--- src/rtl/vga_scaled_frame_generator.sv ---
// Raster timing generator that places a line-buffered, optionally line-doubled
// picture box inside a bordered visible area and requests source rows ahead of display.
module vga_scaled_frame_generator #(
    parameter int         H_SYNC   = 136,
    parameter int         H_BACK   = 200,
    parameter int         H_VIS    = 1280,
    parameter int         H_FRONT  = 64,
    parameter int         V_SYNC   = 3,
    parameter int         V_BACK   = 24,
    parameter int         V_VIS    = 800,
    parameter int         V_FRONT  = 1,
    parameter int         X_START  = 600,
    parameter int         Y_START  = 139,
    parameter int         BOX_W    = 752,
    parameter int         BOX_H    = 576,
    parameter int         PIX_W    = 12,
    parameter int         RD_LAT   = 1,
    parameter logic [1:0] SYNC_POL = 2'b00
) (
    input  logic             clk,
    input  logic             reset_n,
    output logic             vga_hs,
    output logic             vga_vs,
    output logic [PIX_W-1:0] vga_rgb,
    output logic [10:0]      rd_address,
    input  logic [15:0]      rd_data,
    output logic             g_req,
    input  logic             g_ack,
    output logic             g_cache_row,
    output logic [9:0]       g_sdram_row,
    input  logic             interlaced,
    input  logic             field_no,
    input  logic             line_double,
    input  logic [PIX_W-1:0] border_rgb,
    output logic             overrun
);

    localparam logic [10:0] H_LAST = 11'(H_SYNC + H_BACK + H_VIS + H_FRONT - 1);
    localparam logic [10:0] V_LAST = 11'(V_SYNC + V_BACK + V_VIS + V_FRONT - 1);
    localparam logic [10:0] AX_OFF = 11'(X_START - RD_LAT - 2);
    localparam logic [10:0] CX_OFF = 11'(X_START - 1);
    localparam logic [10:0] FY_OFF = 11'(Y_START - 1);
    localparam logic [10:0] HV_OFF = 11'(H_SYNC + H_BACK - 1);
    localparam logic [10:0] VV_OFF = 11'(V_SYNC + V_BACK);

    typedef enum logic [1:0] {IDLE, REQ, WAIT_LOW} state_t;

    state_t      state;
    logic [10:0] h_cnt, v_cnt;
    logic        mode_il, mode_ld;
    logic [10:0] y_pos, ax, cx, hv, vv, fy;
    logic        in_y, in_ax, in_cx, vis, sr0, fetch_due;
    logic [9:0]  fr;
    logic        hs_act, vs_act;
    logic        unused_bits;

    assign unused_bits = ^rd_data;

    assign hs_act = h_cnt < 11'(H_SYNC);
    assign vs_act = v_cnt < 11'(V_SYNC);
    assign vga_hs = SYNC_POL[0] ? hs_act : ~hs_act;
    assign vga_vs = SYNC_POL[1] ? vs_act : ~vs_act;

    // ax runs ahead of cx so the buffer read lands exactly on the pixel register
    assign y_pos = v_cnt - 11'(Y_START);
    assign in_y  = y_pos < 11'(BOX_H);
    assign sr0   = mode_ld ? y_pos[1] : y_pos[0];
    assign ax    = h_cnt - AX_OFF;
    assign cx    = h_cnt - CX_OFF;
    assign in_ax = in_y && (ax < 11'(BOX_W));
    assign in_cx = in_y && (cx < 11'(BOX_W));
    assign hv    = h_cnt - HV_OFF;
    assign vv    = v_cnt - VV_OFF;
    assign vis   = (hv < 11'(H_VIS)) && (vv < 11'(V_VIS));

    // a row is fetched one line before it is first displayed
    assign fy        = v_cnt - FY_OFF;
    assign fr        = mode_ld ? fy[10:1] : fy[9:0];
    assign fetch_due = (h_cnt == 11'd0) && (fy < 11'(BOX_H)) && (!mode_ld || !fy[0]);

    always_ff @(posedge clk or negedge reset_n) begin
        if (!reset_n) begin
            h_cnt   <= '0;
            v_cnt   <= '0;
            mode_il <= 1'b0;
            mode_ld <= 1'b0;
        end else begin
            if (h_cnt == H_LAST) begin
                h_cnt <= '0;
                v_cnt <= (v_cnt == V_LAST) ? 11'd0 : v_cnt + 11'd1;
            end else begin
                h_cnt <= h_cnt + 11'd1;
            end
            if (h_cnt == 11'd0 && v_cnt == 11'd0) begin
                mode_il <= interlaced;
                mode_ld <= line_double;
            end
        end
    end

    always_ff @(posedge clk or negedge reset_n) begin
        if (!reset_n) begin
            rd_address <= '0;
            vga_rgb    <= '0;
        end else begin
            rd_address <= in_ax ? {sr0, ax[9:0]} : 11'd0;
            if (in_cx)
                vga_rgb <= rd_data[PIX_W-1:0];
            else if (vis)
                vga_rgb <= border_rgb;
            else
                vga_rgb <= '0;
        end
    end

    always_ff @(posedge clk or negedge reset_n) begin
        if (!reset_n) begin
            state       <= IDLE;
            g_req       <= 1'b0;
            g_cache_row <= 1'b0;
            g_sdram_row <= '0;
            overrun     <= 1'b0;
        end else begin
            if (fetch_due && state != IDLE)
                overrun <= 1'b1;
            case (state)
                IDLE: if (fetch_due) begin
                    state       <= REQ;
                    g_req       <= 1'b1;
                    g_cache_row <= fr[0];
                    g_sdram_row <= mode_il ? fr : {fr[9:1], field_no};
                end
                REQ: if (g_ack) begin
                    state <= WAIT_LOW;
                    g_req <= 1'b0;
                end
                WAIT_LOW: if (!g_ack)
                    state <= IDLE;
                default: begin
                    state <= IDLE;
                    g_req <= 1'b0;
                end
            endcase
        end
    end

endmodule
--- config.mk ---
export PLATFORM = sky130hd
export DESIGN_NAME = vga_scaled_frame_generator
export DESIGN_NICKNAME = d
export VERILOG_FILES = /design/src/rtl/vga_scaled_frame_generator.sv
export SDC_FILE = /design/constraint.sdc
export NUM_CORES = 1
export LEC_CHECK = 0
export BUFFER_PORTS_ARGS = -buffer_cell sky130_fd_sc_hd__buf_2
export CAP_MARGIN = 20
export CORE_MARGIN = 2
export CORE_UTILIZATION = 42
export CTS_CLUSTER_DIAMETER = 60
export DETAILED_ROUTE_END_ITERATION = 8
export PLACE_DENSITY = 0.61
export SYNTH_ARGS = -nofsm -noshare
export SYNTH_HDL_FRONTEND = slang
export SYNTH_SLANG_ARGS = --single-unit
--- constraint.sdc ---
create_clock -name clk -period 4 [get_ports clk]
set_input_delay 0.4 -clock clk [delete_from_list [all_inputs] [get_ports clk]]
set_output_delay 0.4 -clock clk [all_outputs]
set_load 0.02 [all_outputs]
==> summary.txt, run 1 <==
Timing
  • Rel. slew slack: 0.335
  • Final Setup Violations: 0
  • Final cycle utilization of the critical path: 0.783
  • Max Clk Rate: 319 MHz
  • Max Transition Viols Final: 0
  • Worst Max-Slew Pin Slew: 973 ps
  • Clock skew: 10.2 ps
  • Final min period: 3130 ps
  • RSZ-0062 raised after global routing: false
  • Total negative setup slack: 0 ps
  • Hold Fails Final Rpt: 0

Synthesis
  • Sequential share of the synthesized area: 0.409
  • Synth Register Bits: 62
  • Synth Cell Area: 0.00379 mm²
  • Most used DFF post-synth: dfrtp_1
  • Post-Syn Instances: 391
  • Synthesized area per cell: 9.70 µm²
  • Number of flops mapped to enable cells by yosys: 0
  • Distinct cells, synth: 56
  • Syn Nets: 432
  • Post-synth ARST share: 1.00
  • Ys Warns: 0

Floorplanning
  • Die Wd: 99.0 µm
  • Die area: 0.00981 mm²
  • Io pins: 72
  • Num rows: 34
  • Die height: 99.0 µm
  • Core area: 0.00872 mm²
  • Initial Utilization: 0.435

Clock tree
  • Clk root buf: clkbuf_8
  • TritonCTS sink count: 62
  • Post-CTS Setup Bufs: 0
  • Worst skew pair latency: 330 ps
  • CTS tree: done
  • CTS buffer count: 9
  • H-tree levels: 3
  • Reg clk slew, reported paths: 70 ps
  • Hold Buf Count CTS: 0
  • Clock buffer depth: 2
  • CTS resizes: 0

Pwr
  • Leak pwr: 2.18 nW
  • Peak supply drop: 179 µV
  • Power Density: 295 mW/mm²

Global route
  • Largest net degree at the start of global routing: 37
  • Number of global-route vias before repair: 2957
  • First-pass GRT wire length: 14800 µm
  • Initial antenna violation count: 0
  • GRT Total Usage: 0.188
  • Total gr overflow: 0

Route
  • DRC viols: 0
  • Met1 Routed Length: 4430 µm
  • Top Metal Used: met4
  • DR vias/cell: 5.57
  • Via Count: 3126
  • Post-route ant nets: 0
  • DRT iter0 DRCs: 213
  • WL/cell: 16.0 µm
  • DRT Pass-1 Iters: 4
  • Metal2 WL: 3920 µm
  • Detailed Route WL: 8990 µm
  • Met3 wire length: 469 µm

Setup path
  • WP buf/inv: 0
  • Crit path launch type: flop
  • CP Data Arrival Time: 3340 ps
  • CP Class: flop to flop
  • Critical path fanouts, max: 12
  • Req. time, crit path: 4210 ps
  • Worst path slowest cell: a2111oi_0
  • Crit-path cells: ha_1 > nand3_1 > a2111oi_0 > mux2i_1 > nand3b_1 > and3_1 > mux2_2
  • CP Capture Type: flop
  • Crit path largest cell delay: 850 ps
  • Delay-heaviest family, CP: simple AND/OR/NAND/NOR gates

Layout
  • Util after Layout: 0.508
  • Share of layout cells above drive strength 1: 0.283
  • Antenna cell count: 0
  • Layout area overhead: 16.9%
  • Final net count: 489
  • Filler cell count: 800
  • Final Cell Area: 0.00443 mm²
  • Fin cells: 561

Place
  • Dpl hpwl: 6410 µm
  • Port-buffer cells: 67
  • Placer Congestion: 0.890
  • Placed Cells: 544
  • DP Area: 0.00419 mm²

Status
  • Status: complete, no violations

Flow run
  • Max-Cap Viols: 0

Min path
  • Hold crit path type: primary input to async pin
-- power by group --
part / leakage, nW / switching, mW / internal [mW] / total [mW]
Clock: 0.120 / 0.241 / 0.402 / 0.643
Sequential: 0.848 / 0.00191 / 0.628 / 0.630
Combinational: 1.21 / 0.0196 / 0.0145 / 0.0341
Total: 2.18 / 0.263 / 1.04 / 1.31
-- layer usage --
metal  up-vias  GRT usage
met3        13     0.0404
met1      1485      0.268
met2        96      0.279
met5         -          0
met4         0     0.0727
li1       1532          -
-- cells by family after synthesis --
kind of cell	Yosys count	synth area share
muxes	34	0.107
xor gates and xnor gates	23	0.0531
and+or+nand+nor	137	0.204
adders and majority gates	7	0.0231
AOI/OAI and AO/OA	85	0.157
buffers and inverters	43	0.0465
DFF	62	0.409
-- state kept, by name, indices dropped and copies added, names as in the netlist, 2 cells and up --
signal,flops
rd_address,11
h_cnt,11
v_cnt,11
g_sdram_row,10
state,2
vga_rgb,12
-- synthesized netlist by cell type (2+ instances only) --
master / instances / area (µm²)
a2111oi_0: 3 / 26.3
a211o_1: 2 / 17.5
a211oi_1: 4 / 30.0
a21boi_0: 2 / 15.0
a21o_1: 6 / 45.0
a21oi_1: 11 / 55.1
a311o_1: 2 / 20.0
a31oi_1: 3 / 18.8
and2_1: 2 / 12.5
and3_1: 14 / 87.6
buf_1: 3 / 11.3
buf_6: 2 / 22.5
clkbuf_1: 23 / 86.3
dfrtp_1: 62 / 1550
ha_1: 7 / 87.6
inv_1: 14 / 52.6
mux2_2: 16 / 180
mux2_4: 9 / 135
mux2i_1: 9 / 90.1
nand2_1: 20 / 75.1
nand2b_1: 7 / 43.8
nand3_1: 13 / 65.1
nand3b_1: 3 / 22.5
nand4_1: 2 / 12.5
nand4b_1: 3 / 26.3
nor2_1: 18 / 67.6
nor2b_1: 10 / 62.6
nor3_1: 10 / 50.1
nor4_1: 14 / 87.6
nor4b_1: 3 / 26.3
o211ai_1: 5 / 37.5
o21a_1: 5 / 37.5
o21ai_0: 24 / 120
o21ai_1: 2 / 10.0
o31a_1: 2 / 17.5
o31ai_1: 4 / 30.0
o41ai_1: 2 / 17.5
or2_2: 6 / 37.5
or3_1: 5 / 31.3
or4_4: 2 / 22.5
xnor2_1: 16 / 140
xor2_1: 7 / 61.3
-- per-stage QoR --
stage	setup WS, ps	hold WS, ps	total power, mW
3_5_place_dp	937	448	0.677
4_1_cts	902	79.2	1.32
3_3_place_gp	999	447	0.676
5_1_grt	642	106	1.36
6_report	868	66.5	1.31
2_1_floorplan	1330	104	0.648
-- path summary, 6_finish.rpt --
kind / startpoint / endpoint / slack, ps / cells after the start
worst max-delay path: h_cnt[0] / vga_rgb[5] / 870 / 7
worst min-delay path: reset_n / g_sdram_row[4] / 70 / 1
min in group clk: rd_data[10] / vga_rgb[10] / 300 / 2
worst min register to register: overrun / overrun / 470 / 1
max in group asynchronous: reset_n / rd_address[8] / 3030 / 2
worst max register to register: h_cnt[0] / vga_rgb[5] / 870 / 7
-- cell type report --
cell class | count | area, µm² | area share
sequential | 62 | 1550 | 0.350
inverter | 15 | 56.3 | 0.0127
clock inverter | 3 | 65.1 | 0.0147
multi-input combinational | 286 | 2070 | 0.467
timing repair buffer | 74 | 385 | 0.0869
tap | 108 | 135 | 0.0305
clock buffer | 13 | 169 | 0.0381
-- layout by cell type, fill, tap and decap left out, types with 3 or more instances in the layout --
master / Yosys / layout
buf_2: 0 / 67
dfrtp_1: 62 / 62
o21ai_0: 24 / 24
nand2_1: 20 / 20
nor2_1: 18 / 18
xnor2_1: 16 / 16
mux2_2: 16 / 16
inv_1: 14 / 14
and3_1: 14 / 14
nand3_1: 13 / 13
nor4_1: 14 / 13
clkbuf_8: 0 / 12
a21oi_1: 11 / 11
nor3_1: 10 / 10
nor2b_1: 10 / 10
mux2i_1: 9 / 9
mux2_4: 9 / 9
xor2_1: 7 / 7
nand2b_1: 7 / 7
ha_1: 7 / 7
a21o_1: 6 / 6
or2_2: 6 / 6
buf_4: 0 / 6
or3_1: 5 / 5
o21a_1: 5 / 5
o211ai_1: 5 / 5
a211oi_1: 4 / 4
o31ai_1: 4 / 4
nand3b_1: 3 / 3
nand4b_1: 3 / 3
nor4b_1: 3 / 3
a2111oi_0: 3 / 3
a31oi_1: 3 / 3
No activity file was read; power rests on OpenSTA's default activity.
==> inputs of run 2 (changes only) <==
==> constraint.sdc (replaced) <==
create_clock -name clk -period 3.04 [get_ports clk]
set_input_delay 0.304 -clock clk [delete_from_list [all_inputs] [get_ports clk]]
set_output_delay 0.304 -clock clk [all_outputs]
set_load 0.02 [all_outputs]
==> run 2 against run 1 <==
  * Via count grew 1.1%
  * Combinational power grew 28%
  * Final area grew 1.9%
  * Core utilization grew 0.99 points
  * Worst hold slack gained 60 ps
  * Critical path type unchanged
  * Sequential share of layout area shrank 0.67 points
  * First-iteration DRC count shrank 3.3%
  * Clock skew shrank 0.60 ps
  * Fmax grew 10%
==> summary.txt, run 2 (same netlist as run 1, synthesis figures left out) <==
Status
  • Status: complete, no violations

Timing
  • Final min period: 2850 ps (-285 ps)
  • Total negative setup slack: 0 ps (unchanged)
  • Final Setup Violations: 0 (unchanged)
  • Final cycle utilization of the critical path: 0.937 (+0.154)
  • Worst Max-Slew Pin Slew: 779 ps (-193 ps)
  • Clock skew: 9.65 ps (-0.603 ps)
  • Hold Fails Final Rpt: 0 (unchanged)
  • Max Clk Rate: 351 MHz (+10%)
  • RSZ-0062 raised after global routing: false
  • Max Transition Viols Final: 0 (unchanged)
  • Rel. slew slack: 0.480 (+0.146)

Clock tree
  • Post-CTS Setup Bufs: 0 (unchanged)
  • Clk root buf: clkbuf_8
  • Worst skew pair latency: 340 ps (about the same)
  • CTS tree: done
  • Clock buffer depth: 2 (unchanged)
  • CTS resizes: 0 (unchanged)
  • TritonCTS sink count: 62 (unchanged)
  • H-tree levels: 3 (unchanged)
  • CTS buffer count: 9 (unchanged)
  • Hold Buf Count CTS: 0 (unchanged)
  • Reg clk slew, reported paths: 70 ps (about the same)

Floorplanning
  • Num rows: 34 (unchanged)
  • Core area: 0.00872 mm² (unchanged)
  • Die height: 99.0 µm (unchanged)
  • Initial Utilization: 0.435 (unchanged)
  • Die Wd: 99.0 µm (unchanged)
  • Die area: 0.00981 mm² (unchanged)
  • Io pins: 72 (unchanged)

Layout
  • Largest register FFs: 12 (unchanged)
  • Layout area overhead: 19.2%
  • Fin cells: 575 (+2.5%)
  • Commonest non-fill, non-tap cells in the layout: 67 x buf_2, 62 x dfrtp_1, 24 x o21ai_0, 20 x nand2_1, 20 x buf_4
  • Largest register by flop count: vga_rgb
  • Share of layout cells above drive strength 1: 0.304 (+0.0215)
  • Filler cell count: 817 (+2.1%)
  • Antenna cell count: 0 (unchanged)
  • Final net count: 503 (+2.9%)
  • Commonest non-fill, non-tap cell in the layout: buf_2

Pwr
  • Final Power: 1.61 mW (+23%)
  • Leak pwr: 2.24 nW (+2.8%)
  • Power Density: 356 mW/mm² (+21%)
  • Peak supply drop: 187 µV (+4.1%)

Global route
  • Number of global-route vias before repair: 2996 (+1.3%)
  • Largest net degree at the start of global routing: 63 (+70%)
  • Total gr overflow: 0 (unchanged)
  • GRT Total Usage: 0.187 (-0.000998)
  • Initial antenna violation count: 0 (unchanged)
  • First-pass GRT wire length: 14800 µm (+0.28%)

Setup path
  • R2R depth: 9 (+2)
  • Worst path slowest cell: or4b_1
  • CP Capture Type: flop
  • CP Class: flop to flop
  • R2R Path End: g_sdram_row[0]
  • RR Startpoint: h_cnt[1]
  • Reg2Reg Setup Slack: 190 ps (-680 ps)
  • Critical path fanouts, max: 12 (unchanged)
  • Crit path largest cell delay: 450 ps (-400 ps)
  • CP Data Arrival Time: 3070 ps (-270 ps)
  • Crit path launch type: flop
  • Crit-path cells: inv_1 > ha_1 > or4b_1 > or4_4 > a221oi_2 > nand3_2 > a211oi_4 > buf_12 > mux2_2
  • Req. time, crit path: 3260 ps (-950 ps)

Route
  • DRT Pass-1 Iters: 4 (unchanged)
  • WL/cell: 15.3 µm (-4.5%)
  • DRC viols: 0 (unchanged)
  • Detailed Route WL: 8800 µm (-2.1%)
  • Via Count: 3161 (+1.1%)
  • DRT iter0 DRCs: 206 (-3.3%)
  • DR vias/cell: 5.50 (-1.3%)
  • Post-route ant nets: 0 (unchanged)

Flow run
  • Max-Cap Viols: 0 (unchanged)

Place
  • Placer Congestion: 0.815 (-8.3%)
  • Dpl hpwl: 6370 µm (-0.68%)
  • Port-buffer cells: 67 (unchanged)
  • Placed Cells: 559 (+2.8%)

Min path
  • Hold crit path type: primary input to async pin
run 2: changes by cell type in the layout (fill, tap and decap cells not counted), sizes merged:
cell,change
bufinv,-1
buf,+15
clkbuf,-2
clkinv,+2
run 2: critical path: cells and delay by family (launching register included):
| family | cells | cell delay, ps |
|---|---|---|
| mux | 1 | 330 |
| fa+ha+maj | 1 | 230 |
| flops | 1 | 440 |
| buf+inv | 2 | 260 |
| simple gates | 3 | 1050 |
| compound gates | 2 | 420 |
run 2: layout make-up:
type	count	area (µm²)	share of cell area
clock inverters	4	45.0	0.00997
well taps	108	135	0.0299
repair buffers	88	505	0.112
multi-input cells	286	2070	0.458
inverters	15	56.3	0.0125
clock buffers	12	155	0.0343
flip-flops and latches	62	1550	0.343
run 2: power breakdown:
part	total [mW]	switching, mW	internal (mW)
sequential	0.829	0.00243	0.826
combinational	0.0438	0.0247	0.0190
clock	0.735	0.316	0.419
run 2: metrics by stage:
stage	hold WS, ps	setup slack (ps)	area, µm²	util
3_5_place_dp	456	191	4320	0.495
5_1_grt	175	51.8	4520	0.518
2_1_floorplan	8.41	366	3790	-
4_1_cts	151	180	4520	0.518
6_report	126	193	4520	0.518
3_3_place_gp	449	249	4320	0.495
run 2: metal layers:
| metal | routed length (µm) | GRT usage | vias to the layer above |
|---|---|---|---|
| met1 | 4450 | 0.276 | 1502 |
| li1 | - | - | 1572 |
| met5 | 0 | 0 | - |
| met2 | 3720 | 0.268 | 71 |
| met3 | 462 | 0.0496 | 16 |
| met4 | 158 | 0.0537 | 0 |
run 2: how the worst max path moves through the flow:
stage,startpoint,end,slack (ps),cells past startpoint
2_1_floorplan,h_cnt[0],g_cache_row,370,9
3_3_place_gp,h_cnt[1],g_sdram_row[0],250,9
3_5_place_dp,h_cnt[1],g_sdram_row[0],190,9
4_1_cts,h_cnt[1],g_sdram_row[0],180,9
5_1_grt,h_cnt[1],g_sdram_row[1],50,9
6_report,h_cnt[1],g_sdram_row[0],190,9
